===== config.mk =====
export PLATFORM = sky130hd
export DESIGN_NAME = mem_arbiter
export DESIGN_NICKNAME = d
export VERILOG_FILES = /design/src/rtl/mem_arbiter.sv
export SDC_FILE = /design/constraint.sdc
export NUM_CORES = 1
export LEC_CHECK = 0
export CAP_MARGIN = 20
export CORE_AREA = 2 2 285 287
export DETAILED_ROUTE_END_ITERATION = 12
export DIE_AREA = 0 0 287 289
export SYNTH_ARGS = -nofsm -noshare
export SYNTH_HDL_FRONTEND = slang
export SYNTH_SLANG_ARGS = --single-unit

===== constraint.sdc =====
create_clock -name CLK -period 5.4 [get_ports CLK]
set_clock_uncertainty 0.05 [all_clocks]
set_input_delay 1.08 -clock CLK [delete_from_list [all_inputs] [get_ports CLK]]
set_output_delay 1.08 -clock CLK [all_outputs]
set_load 0.02 [all_outputs]

===== src/rtl/mem_arbiter.sv =====
// Arbitrates the single main-memory block port between the I-cache (read fills) and the
// D-cache (fills and write-backs), alternating grants when both miss together.
module mem_arbiter #(
  parameter int unsigned ADDR_WIDTH = 28,
  parameter int unsigned DATA_WIDTH = 128,
  parameter int unsigned MAX_WAIT   = 255
) (
  input  logic                  CLK,
  input  logic                  RESET,
  input  logic                  I_READ,
  input  logic [ADDR_WIDTH-1:0] I_ADDRESS,
  output logic [DATA_WIDTH-1:0] I_READDATA,
  output logic                  I_BUSYWAIT,
  input  logic                  D_READ,
  input  logic                  D_WRITE,
  input  logic [ADDR_WIDTH-1:0] D_ADDRESS,
  input  logic [DATA_WIDTH-1:0] D_WRITEDATA,
  output logic [DATA_WIDTH-1:0] D_READDATA,
  output logic                  D_BUSYWAIT,
  output logic                  MEM_READ,
  output logic                  MEM_WRITE,
  output logic [ADDR_WIDTH-1:0] MEM_ADDRESS,
  output logic [DATA_WIDTH-1:0] MEM_WRITEDATA,
  input  logic [DATA_WIDTH-1:0] MEM_READDATA,
  input  logic                  MEM_BUSYWAIT,
  output logic                  ERROR
);

  localparam int unsigned CntWidth = (MAX_WAIT > 1) ? $clog2(MAX_WAIT + 1) : 1;
  localparam logic [CntWidth-1:0] MaxCnt = CntWidth'(MAX_WAIT);

  typedef enum logic [1:0] {StIdle, StIServe, StDServe, StDone} state_e;
  typedef enum logic {OwnI, OwnD} owner_e;

  state_e                state_q, state_d;
  owner_e                owner_q, owner_d;
  owner_e                last_owner_q, last_owner_d;
  logic                  issued_q, issued_d;
  logic [CntWidth-1:0]   wait_cnt_q, wait_cnt_d;
  logic                  error_q, error_d;
  logic                  mem_read_q, mem_read_d;
  logic                  mem_write_q, mem_write_d;
  logic [ADDR_WIDTH-1:0] mem_addr_q, mem_addr_d;
  logic [DATA_WIDTH-1:0] mem_wdata_q, mem_wdata_d;
  logic [DATA_WIDTH-1:0] i_rdata_q, i_rdata_d;
  logic [DATA_WIDTH-1:0] d_rdata_q, d_rdata_d;

  logic                  i_req, d_req, grant_d;
  logic [CntWidth-1:0]   wait_inc;

  assign i_req    = I_READ;
  assign d_req    = D_READ | D_WRITE;
  // On a tie the grant goes to whoever did not own the port last.
  assign grant_d  = d_req & (~i_req | (last_owner_q == OwnI));
  assign wait_inc = (wait_cnt_q == MaxCnt) ? wait_cnt_q : wait_cnt_q + 1'b1;

  always_comb begin
    state_d      = state_q;
    owner_d      = owner_q;
    last_owner_d = last_owner_q;
    issued_d     = issued_q;
    wait_cnt_d   = wait_cnt_q;
    error_d      = error_q;
    mem_read_d   = mem_read_q;
    mem_write_d  = mem_write_q;
    mem_addr_d   = mem_addr_q;
    mem_wdata_d  = mem_wdata_q;
    i_rdata_d    = i_rdata_q;
    d_rdata_d    = d_rdata_q;

    unique case (state_q)
      StIdle: begin
        if (i_req || d_req) begin
          issued_d   = 1'b0;
          wait_cnt_d = '0;
          if (grant_d) begin
            owner_d      = OwnD;
            last_owner_d = OwnD;
            mem_addr_d   = D_ADDRESS;
            mem_wdata_d  = D_WRITEDATA;
            mem_write_d  = D_WRITE;
            mem_read_d   = ~D_WRITE;
            state_d      = StDServe;
          end else begin
            owner_d      = OwnI;
            last_owner_d = OwnI;
            mem_addr_d   = I_ADDRESS;
            mem_write_d  = 1'b0;
            mem_read_d   = 1'b1;
            state_d      = StIServe;
          end
        end
      end
      StIServe, StDServe: begin
        // The edge right after the grant only issues the strobe to memory.
        if (!issued_q) begin
          issued_d = 1'b1;
        end else if (!MEM_BUSYWAIT) begin
          mem_read_d  = 1'b0;
          mem_write_d = 1'b0;
          if (mem_read_q) begin
            if (owner_q == OwnI) i_rdata_d = MEM_READDATA;
            else                 d_rdata_d = MEM_READDATA;
          end
          state_d = StDone;
        end else begin
          wait_cnt_d = wait_inc;
          if (wait_inc == MaxCnt) error_d = 1'b1;
        end
      end
      StDone: begin
        state_d = StIdle;
      end
      default: begin
        state_d = StIdle;
      end
    endcase
  end

  always_ff @(posedge CLK) begin
    if (RESET) begin
      state_q      <= StIdle;
      owner_q      <= OwnI;
      last_owner_q <= OwnI;
      issued_q     <= 1'b0;
      wait_cnt_q   <= '0;
      error_q      <= 1'b0;
      mem_read_q   <= 1'b0;
      mem_write_q  <= 1'b0;
      mem_addr_q   <= '0;
      mem_wdata_q  <= '0;
      i_rdata_q    <= '0;
      d_rdata_q    <= '0;
    end else begin
      state_q      <= state_d;
      owner_q      <= owner_d;
      last_owner_q <= last_owner_d;
      issued_q     <= issued_d;
      wait_cnt_q   <= wait_cnt_d;
      error_q      <= error_d;
      mem_read_q   <= mem_read_d;
      mem_write_q  <= mem_write_d;
      mem_addr_q   <= mem_addr_d;
      mem_wdata_q  <= mem_wdata_d;
      i_rdata_q    <= i_rdata_d;
      d_rdata_q    <= d_rdata_d;
    end
  end

  assign I_BUSYWAIT    = I_READ & ~((state_q == StDone) && (owner_q == OwnI));
  assign D_BUSYWAIT    = (D_READ | D_WRITE) & ~((state_q == StDone) && (owner_q == OwnD));
  assign MEM_READ      = mem_read_q;
  assign MEM_WRITE     = mem_write_q;
  assign MEM_ADDRESS   = mem_addr_q;
  assign MEM_WRITEDATA = mem_wdata_q;
  assign I_READDATA    = i_rdata_q;
  assign D_READDATA    = d_rdata_q;
  assign ERROR         = error_q;

endmodule


==> results.txt, run 1 <==
- Clock buffer depth: 3
* Global-route wire length before repair: between 90 and 100 mm
* Critical path start-end classification: in2out
- Global routing used between 5 and 6% of the available met3 tracks.
- Dividing the detail-routed via count by the number of cells gives 4.11.
- In this run, post-CTS hold repair placed 0 buffers.
- Number of buffers inserted by post-CTS setup repair: 0
- Leakage: slightly below 9 nW
* Cts bufs inserted: 51
* Peak-usage layer in the global routing report: met2
- Count leader, synth: sky130_fd_sc_hd__nand2_1
* Type of the worst min-delay path: reg2reg
- Upper clock frequency limit: about 0.27 GHz
- Setup repair after global routing left no endpoint under its margin.
- Pin slew with the least headroom to its limit: 1.15 ns
- Clock-pin slew of the registers on the worst-case setup and hold paths: 0.06 ns
* Area enclosed by the die boundary: around 83,000 um2
* Top area cells in the synthesized netlist: sky130_fd_sc_hd__dfxtp_1, sky130_fd_sc_hd__nand2_1, sky130_fd_sc_hd__a21oi_1
- Number of cells produced by synthesis: 1,913
- Clock insertion delay at the later pin of the skew report: 0.57 ns
- Netlist area before placement: between 15,000 and 20,000 um2
- Library cell with the largest summed area after synthesis: sky130_fd_sc_hd__dfxtp_1
- Registers take 8550 um2.
- Post-synth ARST share: 0%
- Once the clock tree was built, the resizer swapped 0 gates to a different size.
- Number of cells on the worst reg-to-reg path: 7
- The initial utilization of the core area, before any placement, comes to 19.1%.
* Post-route minimum period: 3.72 ns
* Number of DRC violations after detailed routing: 0
* H-tree depth: 2
- The die is between 200 and 300 um tall.
* Layout cells sized above 1: 4.51%
- Number of top-level design ports: between 700 and 800
- The worst register-to-register path begins at state_q[0].
- Cell row count: approximately 100
- The tree built by TritonCTS fans out to 427 sinks.
* Type of destination of the critical path: output port
* Worst endpoint data arrival time: between 2 and 3 ns
- In this run the worst setup path begins at I_READ.
- Per-cell routed wire length: 17.2 um
- Post-layout net count: just under 3,000
* GR met1 Demand/Resource: 17.2%
* Outcome: finished, final reports clean
- Core Box Area: 79,900 um2
- For this run the aggregate overflow at the end of global routing stands at 0.
* Final Routed Wirelength: between 60 and 70 mm
- Max-capacitance violation count: 0
* Startpoint kind of the worst setup timing path: input port
- Number of iterations in the first detailed-routing pass: 6
- Fill cells in the final layout number 8,484.
- Dividing total power by cell area gives a power density of 384 nW/um2.
* Clk root buf: sky130_fd_sc_hd__clkbuf_16
- Overall routing resource usage: between 10% and 20%
- Maximum net fanout on the critical path: 6
- Required time of the critical path: 4.27 ns
* Count of warnings emitted by yosys: 0
- Post-synth top cells: sky130_fd_sc_hd__nand2_1, sky130_fd_sc_hd__dfxtp_1, sky130_fd_sc_hd__a21oi_1
* Vias in the first global route: 14,700
* Relative max-transition margin: between 20% and 30%
- For the final routed database, the setup TNS stands at 0 ns.
* Number of antenna violations at the first check in global routing: 8
- Remaining antenna violation count: 0
* Violation count after the first detailed-routing iteration: 780
- After layout, the design draws a total of 9.74 mW.
* Worst reg-to-reg setup slack: 2.56 ns
- Worst-case vdd ir drop: 0.000290 V
* Final number of max-transition violations: 0
- Post-synthesis average cell area: 7.97 um2
* Post-detailed-placement half-perimeter wirelength: roughly 46 mm
* Hold Vio Cnt, Final: 0
- For this run, the leading register cell type out of synthesis is sky130_fd_sc_hd__dfxtp_1.
- #FFs+latches synth: 427
- Setup violations remaining at the end of the flow were counted as 0.
* Count of flip-flops with a built-in enable after synthesis: 0
- TritonCTS built the clock tree.
* Terminus of the critical flop-to-flop path: D_READDATA[71]
* X dimension of the die: 287 um
- Timing endpoint of the critical path: I_BUSYWAIT
- Post-synth net total: roughly 2,200
- Fraction of post-synthesis cell area in the top cell type by area: 56.0%
- The detailed router placed 15,100 vias in this run.
* Synth unique cells: 40
- The area growth from synthesis to layout is 66.2%.
- Pin count of the biggest net entering global routing: 194
- Count of input and output buffers: 734
* Global Route met2 Usage: between 20% and 30%
- Cells fill 31.7% of the core in the end.
* Final RePlAce weighted congestion: 0.840
- The final critical path takes up between 60% and 70% of the cycle.
* Area of combinational cells with multiple inputs: ~6000 um2
* Fraction of the yosys area taken by sequential cells: 56.0%
-- how the worst min path moves through the flow --
stage | startpoint | to | slack, ns | cells past startpoint
6_report | D_READDATA[114] | D_READDATA[114] | 0.40 | 2
5_1_grt | I_READDATA[12] | I_READDATA[12] | 0.42 | 2
4_1_cts | D_READDATA[124] | D_READDATA[124] | 0.40 | 2
3_5_place_dp | MEM_WRITEDATA[25] | MEM_WRITEDATA[25] | 0.40 | 2
3_3_place_gp | I_READDATA[38] | I_READDATA[38] | 0.39 | 2
2_1_floorplan | state_q[0] | state_q[0] | 0.40 | 2
-- sequential cells by signal, indices dropped and copies added (netlist names) --
signal,flops
D_READDATA,128
I_READDATA,128
MEM_WRITEDATA,128
MEM_ADDRESS,28
wait_cnt_q,8
state_q,2
ERROR,1
MEM_READ,1
MEM_WRITE,1
issued_q,1
last_owner_q,1
-- cell usage in the layout (no fill, tap or decap), types with 2 or more instances in the layout --
master and instances:
sky130_fd_sc_hd__bufinv_16 6, sky130_fd_sc_hd__nor2_4 2, sky130_fd_sc_hd__nand2b_1 4, sky130_fd_sc_hd__nand2_1 779, sky130_fd_sc_hd__clkinv_2 8, sky130_fd_sc_hd__nand4_1 3, sky130_fd_sc_hd__dfxtp_1 427, sky130_fd_sc_hd__o21ai_0 7
sky130_fd_sc_hd__a21oi_1 400, sky130_fd_sc_hd__a211oi_1 30, sky130_fd_sc_hd__and4_1 2, sky130_fd_sc_hd__ha_1 4, sky130_fd_sc_hd__mux2i_1 29, sky130_fd_sc_hd__o21a_1 2, sky130_fd_sc_hd__nor4_1 3, sky130_fd_sc_hd__clkbuf_8 10
sky130_fd_sc_hd__clkdlybuf4s50_1 733, sky130_fd_sc_hd__nor3_1 2, sky130_fd_sc_hd__nor2_1 35, sky130_fd_sc_hd__a21boi_0 2, sky130_fd_sc_hd__clkinv_8 2, sky130_fd_sc_hd__clkbuf_1 9, sky130_fd_sc_hd__a311oi_1 5, sky130_fd_sc_hd__diode_2 7
sky130_fd_sc_hd__and3_1 2, sky130_fd_sc_hd__inv_1 7, sky130_fd_sc_hd__clkbuf_16 51, sky130_fd_sc_hd__nand3_1 4, sky130_fd_sc_hd__buf_4 22, sky130_fd_sc_hd__buf_12 6
-- routing by layer --
metal  vias up  wire length (um)
met2       486             29900
li1       7604                 -
met4         2              1770
met3       101              5800
met5         -                13
met1      6951             26000
-- layout make-up --
type,count,share of cell area (%)
Sequential cell,427,33.7
Timing Repair Buffer,762,30.1
Multi-Input combinational cell,1333,24.0
Clock buffer,70,5.71
Tap cell,1060,5.23
Clock inverter,18,1.06
Inverter,7,0.104
Antenna cell,7,0.0691
-- stage by stage --
stage / std cells / hold slack [ns] / worst slack, ns / instance area [um2]
4_1_cts: 3677 / 0.403 / 1.68 / 25300
3_5_place_dp: 3589 / 0.395 / 1.68 / 23600
6_report: 3684 / 0.401 / 1.68 / 25300
3_3_place_gp: 3589 / 0.390 / 1.74 / 23600
5_1_grt: 3684 / 0.416 / 1.62 / 25300
2_1_floorplan: 1913 / 0.399 / 2.68 / 15300
-- report_power, final --
part | total [mW] | internal, mW | switching, mW
Sequential | 3.64 | 3.47 | 0.172
Combinational | 2.54 | 1.05 | 1.49
Clock | 3.56 | 2.15 | 1.41
-- critical path: stages --
cell and delay, ns:
sky130_fd_sc_hd__clkdlybuf4s50_1 0.63, sky130_fd_sc_hd__a21boi_0 0.24, sky130_fd_sc_hd__clkdlybuf4s50_1 0.64
-- cell families (layout without fill, tap and decap cells) --
group / after synthesis / after routing / share of synthesized area, %
simple gates: 844 / 844 / 21.3
compound gates: 455 / 455 / 15.9
flops: 427 / 427 / 56.0
buf+inv: 153 / 857 / 4.46
mux: 29 / 29 / 1.90
fa+ha+maj: 4 / 4 / 0.328
xor+xnor: 1 / 1 / 0.0574
other cells: 0 / 7 / 0
No activity file was read; power rests on OpenSTA's default activity.
==> run 2: changes to the inputs <==
CORE_AREA = 2 2 287 289   (was 2 2 285 287)
DIE_AREA = 0 0 289 291   (was 0 0 287 289)
clock period = 3.88 ns   (was 5.4 ns; I/O delays follow)
==> results.txt, run 2 (synthesis gave the netlist of run 1 again) <==
- The endpoint of the most critical register-to-register path is I_READDATA[59] (was D_READDATA[71]).
- The leakage power total was 8.86 nW (was 8.70 nW).
- Relative max-transition margin: 46.4% (was 23.3%)
- Kind of cell adding the most delay to the critical path: buffers and inverters (unchanged)
- The DRC marker count from the first detailed-route iteration came to 815 (was 780).
* Crit-path slowest cell: sky130_fd_sc_hd__clkdlybuf4s50_1 (unchanged)
- The worst-skew pair later-pin latency was 0.57 ns (about the same).
- The max-capacitance violation count is 0 (unchanged).
- The detailed-route vias per instance was 4.13 (was 4.11).
- Upper clock frequency limit: about 0.32 GHz
- Unrepaired setup endpoints after global routing: no (unchanged)
- Final number of max-transition violations: 0 (unchanged)
* Commonest non-fill, non-tap cell in the layout: sky130_fd_sc_hd__nand2_1 (unchanged)
* H-tree depth: 2 (unchanged)
* Clock-pin slew of the registers on the worst-case setup and hold paths: 0.06 ns (about the same)
* Pin slew with the least headroom to its limit: 0.803 ns (was 1.15 ns)
- The kind of launch point of the worst setup path is an input port (unchanged).
- Leading cell types in the layout, fill and taps excluded: sky130_fd_sc_hd__nand2_1, sky130_fd_sc_hd__clkdlybuf4s50_1, sky130_fd_sc_hd__dfxtp_1 (unchanged).
- Post-route minimum period: 3.10 ns
- Global-route wire length before repair: 94.5 mm (was 92.2 mm)
* Ordered list of cells on the worst path: clkdlybuf4s50_1, nor2_1, a21oi_1, clkdlybuf4s50_1 (was clkdlybuf4s50_1, a21boi_0, clkdlybuf4s50_1)
- The number of iterations in the first detailed-routing pass came to 5 (was 6).
- Number of cells on the worst reg-to-reg path: 7 (unchanged)
- Worst-case vdd ir drop: 0.000335 V (was 0.000290 V)
- Hold Vio Cnt, Final: 0 (unchanged)
- The post-detailed-route DRC marker count is 0 (unchanged).
* Required time of the critical path: 3.05 ns (was 4.27 ns)
* Final RePlAce weighted congestion: 0.841 (was 0.840)
- Core Box Area: 81,200 um2 (was 79,900 um2)
- The count of final setup violators came to 0 (unchanged).
- Combinational power share: 26.5% (was 26.1%)
- The largest buffer count on any clock path came to 3 (unchanged).
- Layout cells sized above 1: 5.74% (was 4.51%)
- The pre-CTS setup slack came to 0.788 ns (was 1.68 ns).
* Overall Power: 13.4 mW (was 9.74 mW)
- The worst min-delay path startpoint was I_READDATA[65] (was D_READDATA[114]).
* Type of destination of the critical path: output port (unchanged)
- The switching portion of total power came to 32.1% (was 31.5%).
- Initial standard-cell utilization of the core: 18.8% (was 19.1%)
- The number of rows created at floorplan is 105 (was 104).
- Outcome: finished, final reports clean (unchanged)
- Final Routed Wirelength: 64.4 mm (was 63.5 mm)
- The type of the tightest min-delay check is reg2reg (unchanged).
- The proportion of power drawn by flip-flops and latches was 37.7% (was 37.4%).
- The count of buffers from port buffering came to 734 (unchanged).
- The least setup slack across all paths after layout was 0.777 ns (was 1.68 ns).
* Pwr per Cell Area: 525 nW/um2 (was 384 nW/um2)
* Number of buffers inserted by post-CTS setup repair: 0 (unchanged)
* Number of hold-repair buffers added at the cts stage: 0 (unchanged)
- Vias in the first global route: 14,800 (was 14,700)
- X dimension of the die: 289 um (was 287 um)
- The clock tree from TritonCTS is done (unchanged).
- Buffering stage count on the worst path with inverters included: 2 (unchanged)
- Internal Dissipation: 9.12 mW (was 6.67 mW)
- The number of routed nets with antenna violations came to 0 (unchanged).
* Maximum net fanout on the critical path: 7 (was 6)
* Critical path start-end classification: in2out (unchanged)
* Post-detailed-placement half-perimeter wirelength: 47.3 mm (was 46.0 mm)
* Switching power of the nets: 4.32 mW (was 3.07 mW)
* Post-layout net count: 2,932 (was 2,904)
* Die height: 291 um (was 289 um)
- The number of gates given a new drive strength after cts is 0 (unchanged).
* Hold Path Stages: 2 (unchanged)
- The slack of the worst reg-to-reg path is 1.43 ns (was 2.56 ns).
* Area enclosed by the die boundary: 84,100 um2 (was 82,900 um2)
- The CTS sink count came to 427 (unchanged).
- Number of antenna violations at the first check in global routing: 4 (was 8)
- The total CTS buffers came to 52 (was 51).
- The worst flop-to-flop path startpoint is state_q[0] (unchanged).
- Post-Route Setup TNS: 0 ns (unchanged)
* Overall routing resource usage: 14.6% (was 14.3%)
* Number of top-level design ports: 735 (unchanged)
- Grt ovf: 0 (unchanged)
* Area growth syn-to-layout: 67.9% (was 66.2%)
- The pin count of the biggest net entering global routing is 103 (was 194).
- The clock tree root buffer cell was sky130_fd_sc_hd__clkbuf_16 (unchanged).
- The clock network power share was 35.8% (was 36.6%).
- Most common cell type on the critical path: sky130_fd_sc_hd__clkdlybuf4s50_1 (unchanged)
- The critical path arrival came to 2.28 ns (was 2.59 ns).
- The worst path uses 80.0% of the clock period.
* Via count: 15,400 (was 15,100)
* Per-cell routed wire length: 17.3 um (was 17.2 um)
- Largest incremental delay on the critical path: 0.67 ns (was 0.64 ns)
- Worst Hold Endpoint: I_READDATA[65] (was D_READDATA[114])
-- run 2: changes by cell type in the layout (fill, tap and decap cells not counted), moves of 3 or more --
cell and change:
sky130_fd_sc_hd__buf_4 +20, sky130_fd_sc_hd__bufinv_16 -5, sky130_fd_sc_hd__buf_12 +7, sky130_fd_sc_hd__diode_2 -3, sky130_fd_sc_hd__clkinv_2 +4
-- run 2: worst register-to-register path, delay by kind of cell, from the launching register on --
kind	cells	cell delay (ns)
adder cells (fa/ha/maj)	1	0.41
AO/OA/AOI/OAI	1	0.13
AND/OR/NAND/NOR	3	1.05
buffers and inverters	2	0.42
flip-flops	1	0.35
-- run 2: power by group through the flow --
stage          logic [mW]  registers (mW)  clock network, mW
3_5_place_dp         3.59            5.15                  0
6_report             3.57            5.06               4.81
5_1_grt              3.86            5.12               5.13
2_1_floorplan        1.36            5.63                  0
4_1_cts              3.60            5.06               4.98
3_3_place_gp         3.59            5.14                  0
-- run 2: stage by stage --
step	hold WS (ns)	utilization, %	std cells	area [um2]
floorplan	0.399	-	1913	15300
global placement	0.391	29.5	3626	23900
detailed placement	0.396	29.5	3626	23900
CTS	0.404	31.5	3720	25600
global route	0.414	31.5	3724	25600
finish	0.401	31.5	3724	25600
-- run 2: worst max path at each step --
| stage | startpoint | end | slack [ns] | depth (start not counted) |
|---|---|---|---|---|
| 2_1_floorplan | I_READ | I_BUSYWAIT | 1.77 | 1 |
| 5_1_grt | last_owner_q | I_BUSYWAIT | 0.69 | 3 |
| 3_5_place_dp | I_READ | I_BUSYWAIT | 0.79 | 3 |
| 6_report | D_WRITE | D_BUSYWAIT | 0.78 | 4 |
| 4_1_cts | last_owner_q | I_BUSYWAIT | 0.77 | 3 |
| 3_3_place_gp | I_READ | I_BUSYWAIT | 0.79 | 3 |
-- run 2: routing by layer --
layer	share of wire [%]	vias to the layer above	track usage (%)
met5	0.12	-	0.640
met4	3.3	2	5.57
met3	8.4	123	4.77
met2	47	495	24.0
met1	41	7089	17.6
li1	-	7657	-
-- run 2: layout make-up --
type,instances,area (um2)
multi-input combinational,1333,6070
timing repair buffer,789,7930
sequential,427,8550
tap,1070,1340
clock buffer,73,1520
clock inverter,21,160
fill,8632,55600
antenna,4,10.0
inverter,7,26.3
